File: config.mk
export PLATFORM = sky130hd
export DESIGN_NAME = board_click_rx
export DESIGN_NICKNAME = d
export VERILOG_FILES = /design/src/rtl/warships_pkg.sv /design/src/rtl/click_fifo.sv /design/src/rtl/board_click_rx.sv
export SDC_FILE = /design/constraint.sdc
export NUM_CORES = 1
export LEC_CHECK = 0
export CORE_MARGIN = 10
export CORE_UTILIZATION = 61
export DETAILED_ROUTE_END_ITERATION = 8
export GPL_TIMING_DRIVEN = 0
export PLACE_DENSITY = 0.86
export SLEW_MARGIN = 20
export SYNTH_ARGS = -nofsm -noshare
export SYNTH_HDL_FRONTEND = slang
export SYNTH_SLANG_ARGS = --single-unit
File: constraint.sdc
create_clock -name clk -period 8.7 [get_ports clk]
set_clock_uncertainty 0.05 [all_clocks]
set_input_delay 2.175 -clock clk [delete_from_list [all_inputs] [get_ports clk]]
set_output_delay 2.175 -clock clk [all_outputs]
set_load 0.1 [all_outputs]
File: src/rtl/warships_pkg.sv
// rtl/warships_pkg.sv - shared event/state types for the board click receiver
package warships_pkg;

  typedef enum logic [1:0] {
    NONE   = 2'd0,
    START  = 2'd1,
    PLAYER = 2'd2,
    ENEMY  = 2'd3
  } evt_type_t;

  localparam logic [7:0] COORD_NONE = 8'hFF;

  typedef struct packed {
    evt_type_t  evt_type;
    logic [3:0] x;
    logic [3:0] y;
  } click_evt_t;

  typedef enum logic [1:0] {
    ST_IDLE     = 2'd0,
    ST_QUAL     = 2'd1,
    ST_WAIT_REL = 2'd2
  } rx_state_t;

endpackage

File: src/rtl/click_fifo.sv
// rtl/click_fifo.sv - 2-entry FIFO, type-parameterised; simultaneous push+pop allowed when full
module click_fifo #(
  parameter type T = logic [9:0]
) (
  input  logic clk,
  input  logic rst_n,
  input  logic push,
  input  T     push_data,
  input  logic pop,
  output T     head,
  output logic full,
  output logic empty
);

  T           mem [2];
  logic       rd_ptr;
  logic       wr_ptr;
  logic [1:0] count;
  logic       do_push;
  logic       do_pop;

  assign full    = (count == 2'd2);
  assign empty   = (count == 2'd0);
  assign do_pop  = pop && !empty;
  // A pop frees the slot in the same cycle, so a full FIFO still accepts a push.
  assign do_push = push && (!full || do_pop);
  assign head    = mem[rd_ptr];

  always_ff @(posedge clk) begin
    if (!rst_n) begin
      mem[0] <= '0;
      mem[1] <= '0;
      rd_ptr <= 1'b0;
      wr_ptr <= 1'b0;
      count  <= 2'd0;
    end else begin
      if (do_push) begin
        mem[wr_ptr] <= push_data;
        wr_ptr      <= ~wr_ptr;
      end
      if (do_pop) begin
        rd_ptr <= ~rd_ptr;
      end
      case ({do_push, do_pop})
        2'b10:   count <= count + 2'd1;
        2'b01:   count <= count - 2'd1;
        default: count <= count;
      endcase
    end
  end

endmodule

File: src/rtl/board_click_rx.sv
// rtl/board_click_rx.sv - debounced click/start event receiver with 2-entry event FIFO
// Optional coordinate range check enabled by macro CLICK_RX_RANGE_CHECK_EN.
module board_click_rx
  import warships_pkg::*;
#(
  parameter int DEBOUNCE_CYCLES = 4,
  parameter int GRID_CELLS      = 12
) (
  input  logic       clk,
  input  logic       rst_n,
  input  logic       start_btn,
  input  logic [7:0] player_cor,
  input  logic [7:0] enemy_cor,
  output logic       evt_valid,
  input  logic       evt_ready,
  output logic [1:0] evt_type,
  output logic [3:0] evt_x,
  output logic [3:0] evt_y,
  output logic       evt_overflow
);

`ifdef CLICK_RX_RANGE_CHECK_EN
  localparam bit RANGE_CHECK = 1'b1;
`else
  localparam bit RANGE_CHECK = 1'b0;
`endif

  localparam logic [3:0] DEB      = 4'(DEBOUNCE_CYCLES);
  localparam logic [4:0] GRID_LIM = 5'(GRID_CELLS);

  click_evt_t sample;
  logic       sample_idle;
  logic       in_range;

  rx_state_t  state_q, state_d;
  click_evt_t cand_q, cand_d;
  logic [3:0] qcnt_q, qcnt_d;
  logic [3:0] rcnt_q, rcnt_d;
  logic       push;

  click_evt_t head;
  logic       fifo_full;
  logic       fifo_empty;
  logic       pop;
  logic       overflow_q;

  assign in_range = ({1'b0, sample.x} < GRID_LIM) && ({1'b0, sample.y} < GRID_LIM);

  // Priority: start > enemy > player; anything else (or an out-of-range cell) is IDLE.
  always_comb begin
    sample = '0;
    if (start_btn) begin
      sample.evt_type = START;
    end else if (enemy_cor != COORD_NONE) begin
      sample.evt_type = ENEMY;
      sample.x        = enemy_cor[7:4];
      sample.y        = enemy_cor[3:0];
    end else if (player_cor != COORD_NONE) begin
      sample.evt_type = PLAYER;
      sample.x        = player_cor[7:4];
      sample.y        = player_cor[3:0];
    end
    if (RANGE_CHECK && (sample.evt_type != START) && !in_range) begin
      sample = '0;
    end
  end

  assign sample_idle = (sample.evt_type == NONE);

  always_ff @(posedge clk) begin
    if (!rst_n) begin
      state_q <= ST_IDLE;
      cand_q  <= '0;
      qcnt_q  <= 4'd0;
      rcnt_q  <= 4'd0;
    end else begin
      state_q <= state_d;
      cand_q  <= cand_d;
      qcnt_q  <= qcnt_d;
      rcnt_q  <= rcnt_d;
    end
  end

  always_comb begin
    state_d = state_q;
    cand_d  = cand_q;
    qcnt_d  = qcnt_q;
    rcnt_d  = rcnt_q;
    push    = 1'b0;
    case (state_q)
      ST_IDLE: begin
        if (!sample_idle) begin
          cand_d = sample;
          // A one-sample debounce qualifies on the very first edge.
          if (DEB == 4'd1) begin
            push    = 1'b1;
            state_d = ST_WAIT_REL;
            qcnt_d  = 4'd0;
            rcnt_d  = 4'd0;
          end else begin
            qcnt_d  = 4'd1;
            state_d = ST_QUAL;
          end
        end
      end
      ST_QUAL: begin
        if (sample_idle) begin
          state_d = ST_IDLE;
          qcnt_d  = 4'd0;
        end else if (sample == cand_q) begin
          if ((qcnt_q + 4'd1) == DEB) begin
            push    = 1'b1;
            state_d = ST_WAIT_REL;
            qcnt_d  = 4'd0;
            rcnt_d  = 4'd0;
          end else begin
            qcnt_d = qcnt_q + 4'd1;
          end
        end else begin
          cand_d = sample;
          qcnt_d = 4'd1;
        end
      end
      ST_WAIT_REL: begin
        if (!sample_idle) begin
          rcnt_d = 4'd0;
        end else if ((rcnt_q + 4'd1) == DEB) begin
          state_d = ST_IDLE;
          rcnt_d  = 4'd0;
        end else begin
          rcnt_d = rcnt_q + 4'd1;
        end
      end
      default: begin
        state_d = ST_IDLE;
        qcnt_d  = 4'd0;
        rcnt_d  = 4'd0;
      end
    endcase
  end

  assign pop = evt_valid && evt_ready;

  click_fifo #(
    .T(click_evt_t)
  ) u_fifo (
    .clk      (clk),
    .rst_n    (rst_n),
    .push     (push),
    .push_data(sample),
    .pop      (pop),
    .head     (head),
    .full     (fifo_full),
    .empty    (fifo_empty)
  );

  // The FSM has already moved on; a dropped event is only reported here.
  always_ff @(posedge clk) begin
    if (!rst_n) begin
      overflow_q <= 1'b0;
    end else begin
      overflow_q <= push && fifo_full && !pop;
    end
  end

  assign evt_valid    = !fifo_empty;
  assign evt_type     = head.evt_type;
  assign evt_x        = head.x;
  assign evt_y        = head.y;
  assign evt_overflow = overflow_q;

endmodule

==> summary.md, run 1 <==
| Metric | Value |
|---|---|
| CP Max Fanout | 10 |
| Delay of the slowest critical-path stage | 690 ps |
| DIE AREA | 0.00778 mm² |
| GR Util All Layers | 17.1% |
| Class of the most critical hold timing path | register to register |
| Vias | 2409 |
| Post-CTS Setup Bufs | 0 |
| Vias in the first global route | 2350 |
| Clk buf depth | 2 |
| Syn Area/Cell | 9.24 µm² |
| TNS Setup | 0 ps |
| Num CTS Buffers | 5 |
| Drt first pass iters | 4 |
| IO Port Bufs | 30 |
| Peak supply drop | 0.0798 mV |
| Slew @ Worst Pin | 981 ps |
| Area grow syn2layout | 16.9% |
| Seq pwr share | 50.9% |
| Clock power frac | 35.3% |
| Net Switching | 121 µW |
| Skew-Pair Late Insertion Delay | 300 ps |
| H-tree levels | 2 |
| Resized cells post-CTS | 0 |
| CORE AREA | 0.00441 mm² |
| Most frequent cells in the layout | nand2_1, clkdlybuf4s50_1, dfxtp_1 |
| Net Count, Synth | 332 |
| Chip height | 88.2 µm |
| Leak Pwr | 0.00119 µW |
| RSZ-0062 raised after global routing | no |
| Diodes inserted | 0 |
| Root buffer cell | clkbuf_8 |
| MaxCap Viol Count | 0 |
| #FFs+latches synth | 46 |
| Top Ports | 32 |
| Pwr Density | 140 mW/mm² |
| Die width | 88.2 µm |
| Initial antenna violation count | 0 |
| Drt via density | 6.07 |
| Clk pin slew, worst setup/hold paths | 90 ps |
| Min cycle time layout | 6060 ps |
| Sink Count | 46 |
| DR WL/cell | 16.4 µm |
| Hold Startpoint | cand_q[6]$_SDFFE_PN0P_ |
| Most common flop cell mapped by yosys | dfxtp_1 |
| First-pass GRT wire length | 10.9 mm |
| Synthesized instance count | 307 |
| Final hold vios | 0 |
| Peak Freq | 165 MHz |
| Nets | 369 |
| Final core utilization | 75.1% |
| Startpoint class of the critical path | primary input |
| Site Rows | 24 |
| Final WL | 6.53 mm |
| Fill cells | 344 |
| CTS tree | yes |
| GP Congestion | 0.924 |
| Seq/Total Area, Yosys | 39.5% |
| Grt total ovfl | 0 |
| Post-route ant nets | 0 |
| Synthesized cell area | 0.00284 mm² |
| Library cells used by synthesis | 59 |
| Comb power frac | 13.9% |
| Crit path from | enemy_cor[1] |
| Switching share of power | 26.2% |
| Initial core utilization | 64.3% |
| Largest net degree at the start of global routing | 16 |
| Critical path cell sequence | clkdlybuf4s50_1 -> nand4_1 -> o21ai_0 -> o21a_1 -> o22ai_1 -> or4_1 -> clkbuf_1 -> or4_4 -> buf_6 -> o21ai_1 |
| Outcome | completed |
| Fin. max-slew vios | 0 |
| DR iter-0 viols | 174 |
| Internal Power | 341 µW |
| CP arrival | 5940 ps |
| Async SR Flop Fraction | 0% |
| DP HPWL | 4.98 mm |
| Slowest CP cell | o21ai_1 |
| Share of layout cells above drive strength 1 | 14.5% |
| Max transition margin | 34.4% |
| Setup violators final | 0 |
| Drt drc | 0 |
| YS warnings | 0 |
| Post-synth EDFFs | 20 |
| Total power | 462 µW |
| Cts-stage hold buffer count | 0 |
| Worst Setup End Kind | register |
| Crit path max-delay family | compound AO/OA/AOI/OAI gates |
| Worst R2R Start | cand_q[3]$_SDFFE_PN0P_ |
| Register area | 0.00112 mm² |
| CP Class | primary input to register |
| Area of the multi-input gates | 0.00159 mm² |
| Critical Path RT | 8580 ps |
| Buf/Inv on CP | 3 |
| Most common cell after layout, fill and taps aside | nand2_1 |
| Final period utilization | 69.6% |
## final cells by class
cell class,count,share of cell area (%)
plain buffers,15,2.42
clock buffers,5,2.08
repair buffers,30,9.06
multi-input cells,233,47.9
clock inverters,3,1.32
flip-flops and latches,46,33.8
inverters,13,1.47
well taps,52,1.96
## power groups by stage
stage          clock (µW)  sequential, µW  combinational (µW)
2_1_floorplan           0             238                40.8
3_3_place_gp            0             240                61.9
3_5_place_dp            0             240                62.9
4_1_cts               163             235                63.5
5_1_grt               172             236                68.6
6_report              163             235                64.2
## layer usage
metal | part of all wire, % | wire, µm | vias up | GRT usage [%]
met1 | 45 | 2920 | 1133 | 21.9
li1 | - | - | 1197 | -
met2 | 49 | 3220 | 75 | 29.0
met5 | 0 | 0 | - | 0
met3 | 5.2 | 340 | 4 | 2.97
met4 | 0.74 | 48 | 0 | 4.56
## cells in the mapped netlist, types with 5 or more instances
| master | instances | area share [%] |
|---|---|---|
| a21oi_1 | 9 | 1.6 |
| a22oi_1 | 6 | 1.6 |
| clkbuf_1 | 9 | 1.2 |
| dfxtp_1 | 26 | 18 |
| edfxtp_1 | 20 | 21 |
| ha_1 | 5 | 2.2 |
| inv_1 | 12 | 1.6 |
| mux2_2 | 10 | 4.0 |
| mux2i_1 | 10 | 3.5 |
| nand2_1 | 34 | 4.5 |
| nand2b_1 | 6 | 1.3 |
| nand3_1 | 6 | 1.1 |
| nand4_1 | 9 | 2.0 |
| nor2_1 | 20 | 2.6 |
| nor2b_1 | 16 | 3.5 |
| nor3_1 | 5 | 0.88 |
| nor3_2 | 13 | 4.6 |
| nor3b_2 | 6 | 2.6 |
| o21ai_0 | 16 | 2.8 |
## cell families (layout without fill, tap and decap cells)
group | count (synthesis) | count (layout) | synth area share (%)
buffers and inverters | 28 | 66 | 4.54
adder cells (fa/ha/maj) | 5 | 5 | 2.21
flip-flops | 46 | 46 | 39.5
XOR/XNOR | 8 | 8 | 2.47
AO/OA/AOI/OAI | 59 | 59 | 13.9
AND/OR/NAND/NOR | 141 | 141 | 29.9
multiplexers | 20 | 20 | 7.50
## path summary, 6_finish.rpt
kind	to	cells after the start	slack, ps
worst min-delay path	cand_q[6]$_SDFFE_PN0P_	2	440
worst min register to register	cand_q[6]$_SDFFE_PN0P_	2	440
worst max-delay path	u_fifo.mem[0][9]$_SDFFCE_PN0P_	10	2640
worst max register to register	u_fifo.mem[0][9]$_SDFFCE_PN0P_	8	4870
## worst min-delay path, stage by stage (launching register included)
cell and delay [ps]:
dfxtp_1 340, nand2_1 60, mux2i_1 60
## through the flow
stage	hold slack [ps]	setup slack [ps]	instance area (µm²)	std cells
after global routing	465	2410	3310	397
after detailed placement	417	2400	3200	389
final	442	2640	3310	397
after CTS	438	2700	3310	397
after floorplan	395	3170	2840	307
after global placement	420	2160	3200	389
## registers in the layout (all words and copies together), names as in the netlist, named ones only
name and count:
u_fifo.rd_ptr 1, u_fifo.wr_ptr 1, u_fifo.mem 20, rcnt_q 4, u_fifo.count 2, cand_q 10
state_q 2, qcnt_q 4, evt_overflow 1
(Power assumes the default switching activity.)
==> run 2: changes to the inputs <==
--- a/config.mk
+++ b/config.mk
@@ -6,10 +6,10 @@
 export NUM_CORES = 1
 export LEC_CHECK = 0
 export CORE_MARGIN = 10
-export CORE_UTILIZATION = 61
+export CORE_UTILIZATION = 56
 export DETAILED_ROUTE_END_ITERATION = 8
 export GPL_TIMING_DRIVEN = 0
-export PLACE_DENSITY = 0.86
+export PLACE_DENSITY = 0.8
 export SLEW_MARGIN = 20
 export SYNTH_ARGS = -nofsm -noshare
 export SYNTH_HDL_FRONTEND = slang
==> constraint.sdc (replaced) <==
create_clock -name clk -period 6 [get_ports clk]
set_clock_uncertainty 0.05 [all_clocks]
set_input_delay 1.5 -clock clk [delete_from_list [all_inputs] [get_ports clk]]
set_output_delay 1.5 -clock clk [all_outputs]
set_load 0.1 [all_outputs]
==> run 2 against run 1 <==
Effect of this change:
- count of clock-buffer cells in the layout unchanged
- die area increased by 6.9%
- non-clock buffer count unchanged
- utilization decreased by 6.4 points
- largest power group unchanged
==> summary.md, run 2 (synthesized netlist as in run 1, its figures left out) <==
| Metric | Value |
|---|---|
| DP Cell Count | 404 |
| CTS tree | yes |
| Most flop-heavy register | u_fifo.mem |
| Chip height | 91.2 µm |
| Grt peak-use layer | met2 |
| DIE AREA | 0.00831 mm² |
| Cts-stage hold buffer count | 0 |
| Peak Freq | 186 MHz |
| MaxCap Viol Count | 0 |
| Total power | 626 µW |
| GP Congestion | 0.920 |
| Max FFs per register | 20 |
| Fin. max-slew vios | 0 |
| TNS Setup | 0 ps |
| Pwr Density | 189 mW/mm² |
| Resized cells post-CTS | 0 |
| Post-route ant nets | 0 |
| GR Util All Layers | 15.9% |
| Most frequent cells in the layout | nand2_1, clkdlybuf4s50_1, dfxtp_1 |
| Vias | 2374 |
| Switching share of power | 27.9% |
| IO Port Bufs | 30 |
| DP HPWL | 4.96 mm |
| Worst Setup End Kind | register |
| Vias in the first global route | 2369 |
| Critical path cell sequence | clkdlybuf4s50_1 -> nand4_1 -> o21ai_0 -> o21a_1 -> o22ai_1 -> or4_1 -> clkbuf_1 -> or4_4 -> buf_6 -> o21ai_1 |
| Post-CTS Setup Bufs | 0 |
| Max transition margin | 34.5% |
| DR WL/cell | 16.1 µm |
| Hold_ws | 443 ps |
| Leak Pwr | 0.00117 µW |
| Finished Layout Cells | 412 |
| Die width | 91.2 µm |
| First-pass GRT wire length | 11.3 mm |
| Net Switching | 174 µW |
| RSZ-0062 raised after global routing | no |
| Initial antenna violation count | 0 |
| Final WL | 6.64 mm |
| Seq pwr share | 54.5% |
| CP Max Fanout | 10 |
| Fill cells | 401 |
| GR Layer Usage met1 | 19.3% |
| Clk buf depth | 2 |
| Peak supply drop | 0.0948 mV |
| Largest regs | u_fifo.mem x20, cand_q x10 |
| Drt via density | 5.76 |
| Drt drc | 0 |
| H-tree levels | 2 |
| M3 GR Usage | 3.05% |
| Comb power frac | 15.0% |
| DP Area | 0.00322 mm² |
| Nets | 369 |
| Root buffer cell | clkbuf_8 |
| Final Cell Area | 0.00331 mm² |
| Site Rows | 25 |
| CP arrival | 5270 ps |
| Skew-Pair Late Insertion Delay | 300 ps |
| Area grow syn2layout | 16.7% |
| Met2 Resource Use GR | 27.5% |
| Setup violators final | 0 |
| Diodes inserted | 0 |
| Initial core utilization | 58.9% |
| Slew @ Worst Pin | 979 ps |
| Startpoint class of the critical path | primary input |
| Largest net degree at the start of global routing | 16 |
| Min cycle time layout | 5390 ps |
| Num CTS Buffers | 5 |
| Sink Count | 46 |
| Share of layout cells above drive strength 1 | 14.5% |
| CP Class | primary input to register |
| Clk pin slew, worst setup/hold paths | 90 ps |
| DR iter-0 viols | 193 |
| Drt first pass iters | 4 |
| Outcome | completed |
| CORE AREA | 0.00482 mm² |
| Internal Power | 452 µW |
| Slowest CP cell | o21ai_1 |
| Delay of the slowest critical-path stage | 670 ps |
| Clock power frac | 30.6% |
| Class of the most critical hold timing path | register to register |
| Final period utilization | 89.8% |
| Top Ports | 32 |
| Final hold vios | 0 |
| Critical Path RT | 5880 ps |
| Most common cell after layout, fill and taps aside | nand2_1 |
| Grt total ovfl | 0 |
## run 2: critical path: cells and delay by family
family                 cells  cell delay [ps]
and+or+nand+nor            3             1340
AOI/OAI and AO/OA          4             1430
buffers and inverters      3             1000
## run 2: power by group through the flow
stage / logic (µW) / clock network, µW / registers (µW)
3_5_place_dp: 91.6 / 0 / 348
4_1_cts: 92.7 / 195 / 341
2_1_floorplan: 59.2 / 0 / 346
3_3_place_gp: 90.0 / 0 / 348
5_1_grt: 101 / 206 / 342
6_report: 93.6 / 191 / 341
## run 2: layer usage
metal	vias up	wire length [µm]
li1	1192	-
met1	1088	2900
met2	80	3220
met3	14	393
met4	0	121
met5	-	0
## run 2: path summary, 6_finish.rpt
kind                                                   start                             end  slack (ps)  depth (start not counted)
worst max-delay path                            enemy_cor[1]  u_fifo.mem[0][7]$_SDFFCE_PN0P_         610                         10
worst min-delay path            u_fifo.count[1]$_SDFFE_PN0P_    u_fifo.count[1]$_SDFFE_PN0P_         440                          2
worst max register to register        cand_q[3]$_SDFFE_PN0P_  u_fifo.mem[0][7]$_SDFFCE_PN0P_        2220                          8
worst min register to register  u_fifo.count[1]$_SDFFE_PN0P_    u_fifo.count[1]$_SDFFE_PN0P_         440                          2
## run 2: through the flow
stage               utilization [%]  setup WS (ps)
floorplan                         -           1150
global placement               66.9            151
detailed placement             66.9            335
CTS                            68.7            637
global route                   68.7            400
finish                         68.7            612
## run 2: layout make-up
class	count	area, µm²	share of cell area [%]
inverter	13	48.8	1.47
clock inverter	3	21.3	0.642
timing repair buffer	30	300	9.07
multi-input combinational	233	1590	47.9
clock buffer	5	68.8	2.08
buffer	15	80.1	2.42
sequential	46	1120	33.9
tap	67	83.8	2.53
